File: src/rtl/sdcard_pkg.sv
// Shared encodings for the SD card initialisation sequencer: FSM states, command
// indices, fixed command arguments, failure codes and detected card types.
package sdcard_pkg;

   localparam logic [3:0] StIdle   = 4'd0;
   localparam logic [3:0] StCmd0   = 4'd1;
   localparam logic [3:0] StCmd8   = 4'd2;
   localparam logic [3:0] StCmd55  = 4'd3;
   localparam logic [3:0] StAcmd41 = 4'd4;
   localparam logic [3:0] StCmd2   = 4'd5;
   localparam logic [3:0] StCmd3   = 4'd6;
   localparam logic [3:0] StCmd7   = 4'd7;
   localparam logic [3:0] StDone   = 4'd8;
   localparam logic [3:0] StErr    = 4'd9;

   localparam logic [5:0] CmdGoIdle      = 6'd0;
   localparam logic [5:0] CmdSendIfCond  = 6'd8;
   localparam logic [5:0] CmdAppCmd      = 6'd55;
   localparam logic [5:0] AcmdSendOpCond = 6'd41;
   localparam logic [5:0] CmdAllSendCid  = 6'd2;
   localparam logic [5:0] CmdSendRelAddr = 6'd3;
   localparam logic [5:0] CmdSelectCard  = 6'd7;

   localparam logic [31:0] Cmd8Arg     = 32'h0000_01AA;
   localparam logic [31:0] Acmd41ArgV2 = 32'h4030_0000;
   localparam logic [31:0] Acmd41ArgV1 = 32'h0030_0000;
   localparam logic [15:0] PreCntStd   = 16'd8;

   localparam logic [2:0] ErrNone      = 3'd0;
   localparam logic [2:0] ErrBadEcho   = 3'd1;
   localparam logic [2:0] ErrAcmd41Max = 3'd2;
   localparam logic [2:0] ErrTimeout   = 3'd3;
   localparam logic [2:0] ErrSyntax    = 3'd4;

   localparam logic [1:0] CardNone   = 2'd0;
   localparam logic [1:0] CardSdv1   = 2'd1;
   localparam logic [1:0] CardSdv2Sc = 2'd2;
   localparam logic [1:0] CardSdhc   = 2'd3;

   function automatic logic [5:0] cmd_index(input logic [3:0] st);
      case (st)
         StCmd8:   return CmdSendIfCond;
         StCmd55:  return CmdAppCmd;
         StAcmd41: return AcmdSendOpCond;
         StCmd2:   return CmdAllSendCid;
         StCmd3:   return CmdSendRelAddr;
         StCmd7:   return CmdSelectCard;
         default:  return CmdGoIdle;
      endcase
   endfunction

endpackage

File: src/rtl/sdcard_init_seq.sv
// SD card identification sequencer: drives the command engine through
// CMD0/CMD8/(CMD55+ACMD41)*/CMD2/CMD3/CMD7 and reports card type, RCA and status.
module sdcard_init_seq
   import sdcard_pkg::*;
#(
   parameter logic [15:0] SLOW_DIV   = 16'd60,
   parameter logic [15:0] FAST_DIV   = 16'd1,
   parameter int unsigned ACMD41_MAX = 1000,
   parameter logic [15:0] PRE_CNT    = 16'd96
) (
   input  logic        clk,
   input  logic        rstn,
   input  logic        init_start,
   output logic        busy,
   output logic        ready,
   output logic        error,
   output logic [2:0]  err_code,
   output logic [1:0]  card_type,
   output logic [15:0] rca,
   output logic [15:0] clkdiv,
   output logic        cmd_start,
   output logic [15:0] cmd_precnt,
   output logic [5:0]  cmd_idx,
   output logic [31:0] cmd_arg,
   input  logic        cmd_busy,
   input  logic        cmd_done,
   input  logic        cmd_timeout,
   input  logic        cmd_syntaxe,
   input  logic [31:0] cmd_resparg
);

   localparam int unsigned CntW = $clog2(ACMD41_MAX + 1);

   logic [3:0]      state_q, state_d;
   logic            wait_q, wait_d;
   logic            v2_q, v2_d;
   logic [CntW-1:0] attempts_q, attempts_d;
   logic            ready_q, ready_d;
   logic            error_q, error_d;
   logic [2:0]      err_code_q, err_code_d;
   logic [1:0]      card_type_q, card_type_d;
   logic [15:0]     rca_q, rca_d;
   logic [15:0]     clkdiv_q, clkdiv_d;
   logic            cmd_start_q, cmd_start_d;
   logic [5:0]      cmd_idx_q, cmd_idx_d;
   logic [31:0]     cmd_arg_q, cmd_arg_d;
   logic [15:0]     cmd_precnt_q, cmd_precnt_d;

   logic [31:0] arg_sel;
   logic        fault;
   logic [2:0]  fault_code;
   logic        unused_resp;

   assign unused_resp = ^cmd_resparg[15:12];

   // Response faults that abort the commands where R1 status is meaningful.
   assign fault      = cmd_timeout | cmd_syntaxe;
   assign fault_code = cmd_timeout ? ErrTimeout : ErrSyntax;

   always_comb begin
      case (state_q)
         StCmd8:   arg_sel = Cmd8Arg;
         StAcmd41: arg_sel = v2_q ? Acmd41ArgV2 : Acmd41ArgV1;
         StCmd7:   arg_sel = {rca_q, 16'h0000};
         default:  arg_sel = 32'h0;
      endcase
   end

   always_comb begin
      state_d      = state_q;
      wait_d       = wait_q;
      v2_d         = v2_q;
      attempts_d   = attempts_q;
      ready_d      = ready_q;
      error_d      = error_q;
      err_code_d   = err_code_q;
      card_type_d  = card_type_q;
      rca_d        = rca_q;
      clkdiv_d     = clkdiv_q;
      cmd_start_d  = 1'b0;
      cmd_idx_d    = cmd_idx_q;
      cmd_arg_d    = cmd_arg_q;
      cmd_precnt_d = cmd_precnt_q;

      case (state_q)
         StIdle: begin
            if (init_start) begin
               ready_d     = 1'b0;
               error_d     = 1'b0;
               err_code_d  = ErrNone;
               card_type_d = CardNone;
               rca_d       = 16'h0;
               clkdiv_d    = SLOW_DIV;
               attempts_d  = '0;
               v2_d        = 1'b0;
               wait_d      = 1'b0;
               state_d     = StCmd0;
            end
         end
         StDone: begin
            ready_d  = 1'b1;
            clkdiv_d = FAST_DIV;
            state_d  = StIdle;
         end
         StErr: begin
            error_d  = 1'b1;
            clkdiv_d = SLOW_DIV;
            state_d  = StIdle;
         end
         StCmd0, StCmd8, StCmd55, StAcmd41, StCmd2, StCmd3, StCmd7: begin
            if (!wait_q) begin
               if (!cmd_busy) begin
                  cmd_start_d  = 1'b1;
                  cmd_idx_d    = cmd_index(state_q);
                  cmd_arg_d    = arg_sel;
                  cmd_precnt_d = (state_q == StCmd0) ? PRE_CNT : PreCntStd;
                  wait_d       = 1'b1;
               end
            end else if (cmd_done) begin
               wait_d = 1'b0;
               case (state_q)
                  StCmd0: state_d = StCmd8;
                  StCmd8: begin
                     // No CMD8 response marks a v1 card; a wrong echo is fatal.
                     if (cmd_timeout || cmd_resparg[11:0] == 12'h1AA) begin
                        v2_d    = !cmd_timeout;
                        state_d = StCmd55;
                     end else begin
                        err_code_d = ErrBadEcho;
                        state_d    = StErr;
                     end
                  end
                  StCmd55: begin
                     if (fault) begin
                        err_code_d = fault_code;
                        state_d    = StErr;
                     end else begin
                        state_d = StAcmd41;
                     end
                  end
                  StAcmd41: begin
                     if (cmd_timeout) begin
                        err_code_d = ErrTimeout;
                        state_d    = StErr;
                     end else if (cmd_resparg[31]) begin
                        card_type_d = !v2_q ? CardSdv1 :
                                      (cmd_resparg[30] ? CardSdhc : CardSdv2Sc);
                        state_d     = StCmd2;
                     end else begin
                        attempts_d = attempts_q + CntW'(1);
                        if (32'(attempts_q) + 32'd1 >= ACMD41_MAX) begin
                           err_code_d = ErrAcmd41Max;
                           state_d    = StErr;
                        end else begin
                           state_d = StCmd55;
                        end
                     end
                  end
                  StCmd2: begin
                     if (cmd_timeout) begin
                        err_code_d = ErrTimeout;
                        state_d    = StErr;
                     end else begin
                        state_d = StCmd3;
                     end
                  end
                  StCmd3: begin
                     if (fault) begin
                        err_code_d = fault_code;
                        state_d    = StErr;
                     end else begin
                        rca_d   = cmd_resparg[31:16];
                        state_d = StCmd7;
                     end
                  end
                  StCmd7: begin
                     if (fault) begin
                        err_code_d = fault_code;
                        state_d    = StErr;
                     end else begin
                        state_d = StDone;
                     end
                  end
                  default: ;
               endcase
            end
         end
         default: begin
            wait_d  = 1'b0;
            state_d = StIdle;
         end
      endcase
   end

   always_ff @(posedge clk or negedge rstn) begin
      if (!rstn) begin
         state_q      <= StIdle;
         wait_q       <= 1'b0;
         v2_q         <= 1'b0;
         attempts_q   <= '0;
         ready_q      <= 1'b0;
         error_q      <= 1'b0;
         err_code_q   <= ErrNone;
         card_type_q  <= CardNone;
         rca_q        <= 16'h0;
         clkdiv_q     <= SLOW_DIV;
         cmd_start_q  <= 1'b0;
         cmd_idx_q    <= 6'h0;
         cmd_arg_q    <= 32'h0;
         cmd_precnt_q <= 16'h0;
      end else begin
         state_q      <= state_d;
         wait_q       <= wait_d;
         v2_q         <= v2_d;
         attempts_q   <= attempts_d;
         ready_q      <= ready_d;
         error_q      <= error_d;
         err_code_q   <= err_code_d;
         card_type_q  <= card_type_d;
         rca_q        <= rca_d;
         clkdiv_q     <= clkdiv_d;
         cmd_start_q  <= cmd_start_d;
         cmd_idx_q    <= cmd_idx_d;
         cmd_arg_q    <= cmd_arg_d;
         cmd_precnt_q <= cmd_precnt_d;
      end
   end

   assign busy       = (state_q != StIdle);
   assign ready      = ready_q;
   assign error      = error_q;
   assign err_code   = err_code_q;
   assign card_type  = card_type_q;
   assign rca        = rca_q;
   assign clkdiv     = clkdiv_q;
   assign cmd_start  = cmd_start_q;
   assign cmd_idx    = cmd_idx_q;
   assign cmd_arg    = cmd_arg_q;
   assign cmd_precnt = cmd_precnt_q;

endmodule

File: config.mk
export PLATFORM = sky130hd
export DESIGN_NAME = sdcard_init_seq
export DESIGN_NICKNAME = d
export VERILOG_FILES = /design/src/rtl/sdcard_pkg.sv /design/src/rtl/sdcard_init_seq.sv
export SDC_FILE = /design/constraint.sdc
export NUM_CORES = 1
export LEC_CHECK = 0
export ABC_AREA = 1
export BUFFER_PORTS_ARGS = -buffer_cell sky130_fd_sc_hd__buf_2
export CELL_PAD_IN_SITES_DETAIL_PLACEMENT = 1
export CELL_PAD_IN_SITES_GLOBAL_PLACEMENT = 1
export CORE_ASPECT_RATIO = 1.25
export CORE_MARGIN = 2
export CORE_UTILIZATION = 33
export CTS_BUF_LIST = sky130_fd_sc_hd__clkbuf_8
export CTS_CLUSTER_SIZE = 24
export DETAILED_ROUTE_END_ITERATION = 8
export PLACE_DENSITY_LB_ADDON = 0.2
export SLEW_MARGIN = 20
export SYNTH_ARGS = -nofsm -noshare
export SYNTH_HDL_FRONTEND = slang
export SYNTH_SLANG_ARGS = --single-unit
File: constraint.sdc
create_clock -name clk -period 1.85 [get_ports clk]
set_clock_uncertainty 0.2 [all_clocks]
set_input_delay 0.37 -clock clk [delete_from_list [all_inputs] [get_ports clk]]
set_output_delay 0.37 -clock clk [all_outputs]
set_load 0.01 [all_outputs]
Yosys cells after proc, flatten, opt, wreduce, memory -nomap -nowiden
Index checks and enable logic that the tools add are counted.

storage, ports and cells
  flip-flop bits (word level) = 110
  latch bits = 0
  bits in writable memories = 0
  bits in read-only memories = 0
  input bits = 39
  logic and storage cells = 138
  memories kept = 0

cells by class
  $add $sub $neg = 2
  multiply operators = 0
  div/mod/pow operators = 0
  magnitude comparators = 1
  equal/unequal tests = 28
  shifts and indexed selects = 0
  muxes and demuxes = 67
  bitwise operators = 4
  reduce and logical (&&, ||, !) cells = 22

operators by type and width
  operator               count
  $mux 16                6
  $pmux 32 s3            1
  $mux 10                6
  $pmux 16 s3            1
  $mux 4                 10
  $pmux 6 s6             1
  $pmux 16 s2            1
  $mux 31                1
  $mux 3                 10
  $pmux 4 s7             1
  $ne 2x2->1 const B     11
  $pmux 10 s2            1
  $eq 4x3->1 const B     4
  $mux 2                 7
  $reduce_and 7->1       2
  $eq 12x9->1 const B    1
  $mux 1                 12
  $pmux 3 s4             1
  $reduce_and 6->1       2
  $add 10x1->11 const B  1
  $ge 11x10->1 const B   1
  $add 10x1->10 const B  1
  $reduce_and 10->1      1
  $ne 3x3->1 const B     3
  other kinds (26)       38

Longest topological paths before layout
  word-level depth = 9
  mapped depth = 13
  mapped depth without buffers = 13

Least setup slack after synthesis
OpenSTA, ideal clock, no wires.

  path kind = reg-to-reg
  start = register state_q[1]
  end = register rca_q[12], in the netlist rca[12]
  setup time = 0.122 ns
  arrival = 1.535 ns
  setup slack = -0.007 ns
  cell stages (with the launch flop) = 12
  path buffers = 2
  period minus slack after synthesis = 1.857 ns
  cells stage by stage = dfrtp_1 > buf_6 > nor2_4 > nand2_2 > nor2_2 > inv_2 > nand2_4 > inv_1 > nand2_1 > inv_2 > buf_4 > a32o_1

between the ends
  cells in the longest elaborated chain, start to end = 4
  elaborated cells on any way between the ends = 17
  classes of those cells = eq/ne: 12; mux: 1; reduce/logical: 4

RTL lines
  what                                                                     line                    source
  start, declared                                                          sdcard_init_seq.sv:34   logic [3:0] state_q, state_d;
  start signal, assigned                                                   sdcard_init_seq.sv:197  state_q <= StIdle;
  start signal, assigned                                                   sdcard_init_seq.sv:212  state_q <= state_d;
  $eq 4x1->1, or another cell as far along                                 sdcard_init_seq.sv:85   case (state_q)
  $reduce_or 7->1                                                          sdcard_init_seq.sv:85
  $ne 2x2->1 (no source line) / $reduce_bool 2->1 (equally long branches)  --
  $reduce_and 6->1 (no source line)                                        --
  end signal, assigned                                                     sdcard_init_seq.sv:220  rca_q <= rca_d;
  end, declared                                                            sdcard_init_seq.sv:42   logic [15:0] rca_q, rca_d;

Parallel ways exist; a longest one is shown, timed or not.
A chain may end at the register's enable or synchronous reset.

Worst setup path after layout
  start = register attempts_q[0]
  end = register state_q[3]

between the ends
  cells in the longest elaborated chain, start to end = 9

RTL lines
  what                    line                    source
  start, declared         sdcard_init_seq.sv:37   logic [CntW-1:0] attempts_q, attempts_d;
  start signal, assigned  sdcard_init_seq.sv:215  attempts_q <= attempts_d;
  $add 10x1->11           sdcard_init_seq.sv:151  if (32'(attempts_q) + 32'd1 >= ACMD41_MAX) begin
  $ge 11x10->1            sdcard_init_seq.sv:151
  $mux 4                  sdcard_init_seq.sv:151
  $mux 4                  sdcard_init_seq.sv:145  end else if (cmd_resparg[31]) begin
  $mux 4                  sdcard_init_seq.sv:142  if (cmd_timeout) begin
  $pmux 4 s7              sdcard_init_seq.sv:121  case (state_q)
  $mux 4                  sdcard_init_seq.sv:119  end else if (cmd_done) begin
  $mux 4                  sdcard_init_seq.sv:111  if (!wait_q) begin
  $pmux 4 s2              sdcard_init_seq.sv:85

Every way passes these cells. The select of a mux whose other input is x is not followed.

==> results.json <==
{
  "ys_top_cells_by_count": "110 x nand2_1, 66 x dfrtp_1, 46 x buf_4",
  "antennaDiodeCount": 0,
  "synth-async-reset-ratio_pct": 100,
  "grt_antenna_before_repair": 0,
  "io-pin-count": 134,
  "postRouteAntennaNets": 0,
  "rsz0062_at_grt": "yes",
  "place_congestion": 0.854,
  "yosysUniqueCellTypes": 36,
  "htreeDepth": 3,
  "die_area_um2": 12100,
  "first_global_vias": 3508,
  "crit_required_ns": 1.93,
  "start_util_pct": 33.5,
  "fin_util_pct": 48.3,
  "overflow": 0,
  "die_h_um": 122,
  "slew_violations": 0,
  "drive_above_1_share_pct": 46.3,
  "clockBufferDepth": 2,
  "core_area_um2": 11000,
  "clkLatencyLatePin_ns": 0.36,
  "fmax_mhz": 498,
  "first_pass_iters": 5,
  "multi_input_area_um2": 1870,
  "cp_slowest_cell": "dfrtp_1",
  "drt_iter0_drc": 110,
  "synth_area_leaders": "dfrtp_1 45%, nand2_1 11%, buf_4 9.3%",
  "max_stage_delay_ns": 0.41,
  "path_clk_slew_ns": 0.08,
  "path_max_fanout": 3,
  "fin_setup_tns_ns": -2.55,
  "drc_errors": 0,
  "vias_per_cell": 4.69,
  "seq_area_um2": 1680,
  "failed_checks": "setup timing",
  "grt_max_degree": 68,
  "avgRoutedWirePerCell_um": 15.9,
  "nets": 636,
  "start_kind": "flip-flop",
  "cp.arrival_ns": 2.09,
  "synth-warning-count": 0,
  "ys_seq_elements": 67,
  "setup_ws_ns": -0.159,
  "power_leakage_uw": 0.00271,
  "ys.flop_type": "dfrtp_1",
  "die_w_um": 98.6,
  "synth_top_area_share_pct": 44.7,
  "io_buffers": 94,
  "yosysMostFrequentCell": "nand2_1",
  "seq_area_frac_synth_pct": 45.4,
  "cts_tree": "yes",
  "vias": 3454,
  "wl_mm": 11.7,
  "synth_edf_count": 0,
  "cpMostUsedCell": "nand2_2",
  "clock-sinks": 67,
  "holdCritPathClass": "input pin to flip-flop",
  "fin_crit_ns": 2.01,
  "endpoint_kind": "flip-flop",
  "vdd_drop_max_mv": 0.746,
  "clk_root_buffer_cell": "clkbuf_8",
  "post_synth.cell_area_avg_um2": 8.40,
  "synthesis.area_um2": 3690,
  "dp_hpwl_mm": 7.73,
  "area_delta_synth_final_pct": 44.2,
  "drv_cap": 0,
  "status": "finished with violations",
  "period_share_pct": 109,
  "setup_violations": 29,
  "yosysTopAreaCell": "dfrtp_1",
  "cts_buffers": 9,
  "num_rows": 43,
  "path_class": "flip-flop to flip-flop",
  "power_density_nw_per_um2": 1750,
  "path_cells": "ha_2 > nand2_4 > nor2_4 > xor2_2 > nor2_1 > nor2_2 > nand2_2 > buf_4 > nand2_2 > nand3_2 > a21oi_1",
  "hold_viol_final": 0,
  "track_usage_pct": 17.6,
  "fillers": 1358,
  "grt_pass1_wl_mm": 16.9,
  "syn_inst": 440
}
[sequential cells by signal, summed over array words and instances, names as in the netlist]
name        cells
attempts_q     10
card_type       2
clkdiv          2
cmd_arg        17
cmd_idx         6
cmd_precnt      2
cmd_start       1
err_code        3
error           1
rca            16
ready           1
state_q         4
v2_q            1
wait_q          1
[routing by layer]
metal,vias up,share of wire [%],global-route usage [%]
met3,14,3.8,3.64
met5,-,0,0
met2,88,54,31.6
met1,1680,40,21.2
met4,0,2.0,5.57
li1,1672,-,-
[placed cells by master (no fill, tap or decap), drive strengths merged]
cell	n
a21oi	13
inv	46
nand4	7
ha	1
a211oi	1
clkbuf	12
o21ai	29
dfrtp	66
a31o	1
buf	160
clkinv	4
bufinv	1
nand3	42
nand2	116
a32o	9
xor2	2
a22o	1
conb	35
dfstp	1
clkinvlp	3
nor3	6
nor2	32
o21a	2
a31oi	3
o31ai	7
dlygate4sd3	1
[cells by family (layout without fill, tap and decap cells)]
family,count (synthesis),count (layout),synth area share [%]
other cells,1,35,0.101
flops,67,67,45.4
xor+xnor,2,2,0.474
buf+inv,100,227,16.1
fa+ha+maj,1,1,0.339
compound gates,66,66,12.3
simple gates,203,203,25.3
[worst paths after layout]
| path | slack (ns) | startpoint | cells after the start | end |
|---|---|---|---|---|
| min in group asynchronous | 0.36 | rstn | 3 | cmd_arg[19] |
| max reg2reg | -0.16 | attempts_q[0] | 11 | state_q[3] |
| min reg2reg | 0.27 | cmd_precnt[3] | 2 | cmd_precnt[3] |
| max | -0.16 | attempts_q[0] | 11 | state_q[3] |
| max in group asynchronous | 0.76 | rstn | 3 | clkdiv[4] |
| min | 0.05 | cmd_resparg[19] | 3 | rca[3] |
[report_power, final]
group / internal [µW] / switching (µW)
clock network: 628 / 629
logic: 2510 / 3250
registers: 1950 / 354
total: 5080 / 4230
[through the flow]
stage	std cells	power [µW]	hold slack, ns	cell area (µm²)	setup slack (ns)
after floorplan	474	4930	-0.126	3830	0.000108
after global placement	692	6270	0.221	4410	-0.198
after detailed placement	692	6390	0.227	4410	-0.296
after CTS	716	8020	0.0387	4770	-0.0844
after global routing	736	9960	0.0565	5330	-0.279
final	736	9320	0.0469	5330	-0.159
[critical path: cells and delay by family (launching register included)]
family	cells	cell delay [ns]
simple gates	7	0.61
flops	1	0.41
fa+ha+maj	1	0.23
xor+xnor	1	0.18
buf+inv	1	0.16
compound gates	1	0.14
[cell type report]
class	count	share of cell area, %
Tap cell	135	3.17
Timing Repair Buffer	164	22.1
Clock buffer	9	2.33
Inverter	44	3.74
Clock inverter	7	1.43
Timing Repair inverter	3	0.634
Multi-Input combinational cell	307	35.1
Sequential cell	67	31.5
[repair_timing]
item	4_1_cts	5_1_grt
gates resized for setup	26	100
setup endpoints to repair	32	41
hold endpoints to repair	66	0
hold buffers	1	0
gates cloned	0	6
buffers inserted	7	14
pin swaps	7	28
(Power assumes the default switching activity.)
